$ cat src/rtl/seq_mult_pkg.sv
// Shared types and sizing for the shift-add sequential multiplier.
package seq_mult_pkg;

  localparam int unsigned DEFAULT_WIDTH = 16;

  typedef enum logic {
    IDLE = 1'b0,
    BUSY = 1'b1
  } state_t;

  // Counter must hold values 0..width inclusive.
  function automatic int unsigned cnt_width(input int unsigned w);
    return $clog2(w) + 1;
  endfunction

  localparam int unsigned DEFAULT_CNT_W = cnt_width(DEFAULT_WIDTH);

endpackage

$ cat src/rtl/seq_mult_datapath.sv
// A/B shift registers, accumulator adder and product register for seq_multiplier.
module seq_mult_datapath
  import seq_mult_pkg::*;
#(
  parameter int unsigned WIDTH = DEFAULT_WIDTH
) (
  input  logic               clk,
  input  logic               reset,
  input  logic               load,
  input  logic               step,
  input  logic               done,
  input  logic [WIDTH-1:0]   multiplicand,
  input  logic [WIDTH-1:0]   multiplier,
  output logic [2*WIDTH-1:0] product
);

  localparam int unsigned PW = 2 * WIDTH;

  logic [PW-1:0]    a_q;
  logic [WIDTH-1:0] b_q;
  logic [PW-1:0]    acc_q;
  logic [PW-1:0]    product_q;
  logic [PW-1:0]    sum_c;

  // Partial-product add for the current multiplier bit.
  assign sum_c = acc_q + (b_q[0] ? a_q : PW'(0));

  always_ff @(posedge clk) begin
    if (reset) begin
      a_q       <= '0;
      b_q       <= '0;
      acc_q     <= '0;
      product_q <= '0;
    end else if (load) begin
      a_q   <= PW'(multiplicand);
      b_q   <= multiplier;
      acc_q <= '0;
    end else if (step) begin
      acc_q <= sum_c;
      a_q   <= a_q << 1;
      b_q   <= b_q >> 1;
      if (done) begin
        product_q <= sum_c;
      end
    end
  end

  assign product = product_q;

endmodule

$ cat src/rtl/seq_multiplier.sv
// Unsigned radix-2 shift-add multiplier with ready/start handshake and fixed WIDTH-cycle latency.
module seq_multiplier
  import seq_mult_pkg::*;
#(
  parameter int unsigned WIDTH = DEFAULT_WIDTH
) (
  input  logic               clk,
  input  logic               reset,
  input  logic               start,
  input  logic [WIDTH-1:0]   multiplicand,
  input  logic [WIDTH-1:0]   multiplier,
  output logic [2*WIDTH-1:0] product,
  output logic               ready
);

  localparam int unsigned CNT_W = cnt_width(WIDTH);

  state_t           state_q, state_d;
  logic [CNT_W-1:0] cnt_q;
  logic             ready_q;
  logic             load, step, done;

  // State, iteration counter and registered ready flag.
  always_ff @(posedge clk) begin
    if (reset) begin
      state_q <= IDLE;
      cnt_q   <= '0;
      ready_q <= 1'b1;
    end else begin
      state_q <= state_d;
      ready_q <= (state_d == IDLE);
      if (load) begin
        cnt_q <= '0;
      end else if (step) begin
        cnt_q <= cnt_q + CNT_W'(1);
      end
    end
  end

  // Next-state and datapath controls; start is only honoured in IDLE.
  always_comb begin
    state_d = state_q;
    load    = 1'b0;
    step    = 1'b0;
    done    = 1'b0;
    case (state_q)
      IDLE: begin
        if (start) begin
          load    = 1'b1;
          state_d = BUSY;
        end
      end
      BUSY: begin
        step = 1'b1;
        if (cnt_q == CNT_W'(WIDTH - 1)) begin
          done    = 1'b1;
          state_d = IDLE;
        end
      end
      default: state_d = IDLE;
    endcase
  end

  seq_mult_datapath #(.WIDTH(WIDTH)) u_datapath (
    .clk          (clk),
    .reset        (reset),
    .load         (load),
    .step         (step),
    .done         (done),
    .multiplicand (multiplicand),
    .multiplier   (multiplier),
    .product      (product)
  );

  assign ready = ready_q;

endmodule

$ cat config.mk
export PLATFORM = sky130hd
export DESIGN_NAME = seq_multiplier
export DESIGN_NICKNAME = d
export VERILOG_FILES = /design/src/rtl/seq_mult_pkg.sv /design/src/rtl/seq_mult_datapath.sv /design/src/rtl/seq_multiplier.sv
export SDC_FILE = /design/constraint.sdc
export NUM_CORES = 1
export LEC_CHECK = 0
export ABC_AREA = 1
export BUFFER_PORTS_ARGS = -buffer_cell sky130_fd_sc_hd__buf_2
export CAP_MARGIN = 10
export CELL_PAD_IN_SITES_DETAIL_PLACEMENT = 1
export CELL_PAD_IN_SITES_GLOBAL_PLACEMENT = 2
export CORE_UTILIZATION = 29
export DETAILED_ROUTE_END_ITERATION = 7
export GPL_TIMING_DRIVEN = 1
export PLACE_DENSITY_LB_ADDON = 0.1
export SLEW_MARGIN = 30
export SYNTH_ARGS = -nofsm -noshare
export SYNTH_HDL_FRONTEND = slang
export SYNTH_HIERARCHICAL = 1
export SYNTH_SLANG_ARGS = --single-unit
export TNS_END_PERCENT = 100
$ cat constraint.sdc
create_clock -name clk -period 2.3 [get_ports clk]
set_input_delay 0.23 -clock clk [delete_from_list [all_inputs] [get_ports clk]]
set_output_delay 0.23 -clock clk [all_outputs]
set_load 0.1 [all_outputs]
==> results_dict.tcl <==
set metrics [dict create \
    min_path_type "in -> reg" \
    fp.dieArea_mm2 0.0264 \
    cts_sinks 119 \
    grt_pass1_wl_um 40400 \
    dr.first_iter.drc_count 278 \
    antenna_found_initial 1 \
    wire_per_inst_um 15.5 \
    clk_pin_slew_worst_paths_ns 0.06 \
    setup_ws_ns 0.0971 \
    hold_viol 0 \
    ios 68 \
    rsz0062_at_grt "true" \
    synth-edff-count 0 \
    die_w_um 163 \
    period_minus_slack_ns 2.20 \
    start_kind "flip-flop" \
    start_util_pct 29.6 \
    placementRows 58 \
    cts_made_buffers 17 \
    drv_slew 0 \
    synth_top_area_share_pct 31.9 \
    fin_setup_tns_ns 0 \
    vias 7419 \
    clock-skew-final_ns 0.0156 \
    cts-root-buf "clkbuf_16" \
    routed_via_density 4.49 \
    synthCells 1220 \
    ys_ff_latch 119 \
    synth_top_cell_by_area "dfxtp_1" \
    cts_hold_buf 0 \
    timing_worst_setup_path_type "reg -> reg" \
    worstPathRequired_ns 2.62 \
    syn_to_final_growth_pct 28.5 \
    dp_worst_setup_slack_ns -0.168 \
    final_common_cell "nand2_1" \
    maxSlewHeadroom_pct 42.0 \
    worstSetupEndpointType "flip-flop" \
    first_pass_iters 6 \
    syn_avg_cell_area_um2 6.12 \
    dp_cells 1616 \
    ys_warn_count 6 \
    routed_wl_um 25700 \
    final_nets 1379 \
    grt_use_total_pct 19.8 \
    tritoncts "yes" \
    grt_pass1_vias 7435 \
    ys_types 38 \
    finalSetupViolations 0 \
    drv_cap 0 \
    ir_drop_uv 327 \
    die_h_um 163 \
    finalPower_w 0.00557 \
    instances_no_fill 1652 \
    antenna_cells 0 \
    ys_seq_area_share_pct 31.9 \
    drive_above_1_share_pct 21.6 \
    drc 0 \
    crit_fanout 15 \
    fmax_mhz 454 \
    hpwlAfterDp_um 19200 \
    leakagePower_nw 5.34 \
    overflow 0 \
    final.period_utilization_pct 95.8 \
    worstMarginPinSlew_ns 0.870 \
    htree_levels 4 \
    outcome "complete, no violations" \
    ant_nets 0 \
    clock_latency_ns 0.43 \
    layout_common_cells "nand2_1, inv_1, dfxtp_1" \
    gp_congestion 0.809 \
    grt_max_degree 76 \
    clock_path_buffers 2 \
    core_mm2 0.0253 \
    cp_data_arrival_time_ns 2.52 \
    postSynthNetCount 1290 \
    power.density_mw_per_mm2 580 \
    fillers 3318 \
    synthesis.area_mm2 0.00747 \
    portBuffers 67 \
    synthArstFlopShare_pct 0 \
    synthFlopType "dfxtp_1" \
    yosys-top-cells-area "dfxtp_1, nand2_1, inv_1, ha_1, nand3_1" \
]
[power by group]
| group | total [W] | switching, W | internal (W) | leakage (nW) |
|---|---|---|---|---|
| Sequential | 0.00219 | 0.0000665 | 0.00213 | 0.969 |
| Combinational | 0.000576 | 0.000351 | 0.000225 | 4.08 |
| Clock | 0.00280 | 0.00116 | 0.00163 | 0.286 |
[metrics by stage]
stage / area [um2] / utilization [%] / hold slack, ns
after floorplan: 7470 / - / 0.326
after global placement: 8380 / 33.2 / 0.453
after detailed placement: 8380 / 33.2 / 0.457
after CTS: 9040 / 35.8 / 0.0416
after global routing: 9600 / 38.0 / 0.0547
final: 9600 / 38.0 / 0.0640
[cells by family (layout without fill, tap and decap cells)]
| logic type | Yosys count | after routing | synth area share, % |
|---|---|---|---|
| XOR/XNOR | 15 | 15 | 1.76 |
| buffers and inverters | 287 | 389 | 15.1 |
| adder cells (fa/ha/maj) | 35 | 35 | 5.96 |
| AO/OA/AOI/OAI | 130 | 130 | 10.7 |
| flip-flops | 119 | 119 | 31.9 |
| AND/OR/NAND/NOR | 634 | 634 | 34.6 |
[area by class of cell]
cell class	instances	area (um2)	area share [%]
clock buffer	18	429	4.47
clock inverter	14	164	1.71
inverter	244	916	9.54
multi-input combinational	814	4540	47.3
sequential	119	2390	24.9
tap	330	413	4.30
timing repair buffer	113	748	7.80
[per-layer routing]
layer	global-route usage, %	up-vias	part of all wire (%)
li1	-	3864	-
met1	27.9	3463	53
met2	31.5	79	44
met3	3.41	11	2.5
met4	3.90	2	0.69
met5	0	-	0.039
[synth_stat cells (2+ instances only)]
cell,n
nor2_1,95
o21ai_1,9
clkbuf_1,16
dfxtp_1,119
nor3_1,3
inv_1,239
a21o_1,6
nand3_1,74
xnor2_1,3
buf_1,5
nor2_2,6
a21oi_1,47
a22oi_1,16
inv_2,5
buf_6,3
nand4_1,3
o21ai_0,17
a31o_2,2
nand3_2,4
o21bai_1,13
nand2_1,430
ha_1,34
o211ai_1,2
o21a_1,16
nand2_2,12
xor2_1,12
buf_2,18
[critical path, stage by stage (launching register included)]
cell,delay (ns)
dfxtp_4,0.36
clkbuf_16,0.18
nand2_2,0.06
inv_2,0.04
ha_4,0.17
fa_2,0.36
buf_4,0.15
nand2_1,0.07
nand3_2,0.11
nand2_2,0.10
nand2_4,0.10
nand2_2,0.08
nand2_1,0.05
nand2_1,0.07
nand3_1,0.07
nand2_1,0.10
inv_1,0.04
[final timing paths]
check	from	endpoint	slack [ns]	cells after the start
worst max-delay path	u_datapath/b_q[0]	u_datapath/acc_q[22]	0.1	16
worst min-delay path	multiplier[15]	u_datapath/b_q[15]	0.06	3
worst max register to register	u_datapath/b_q[0]	u_datapath/acc_q[22]	0.1	16
worst min register to register	u_datapath/b_q[15]	u_datapath/b_q[15]	0.46	2
[timing repair]
item,CTS,global route
buffers inserted,1,2
pin swaps,1,19
gates cloned,0,1
resized for setup,16,115
endpoints found under the setup margin,21,48
[registers in the layout, summed over array words and instances, names as in the netlist]
name,flops
u_datapath/a_q,32
cnt_q,5
state_q,1
u_datapath/product,32
ready,1
u_datapath/b_q,16
u_datapath/acc_q,32
Note: power is estimated with default switching activity, not from simulation.
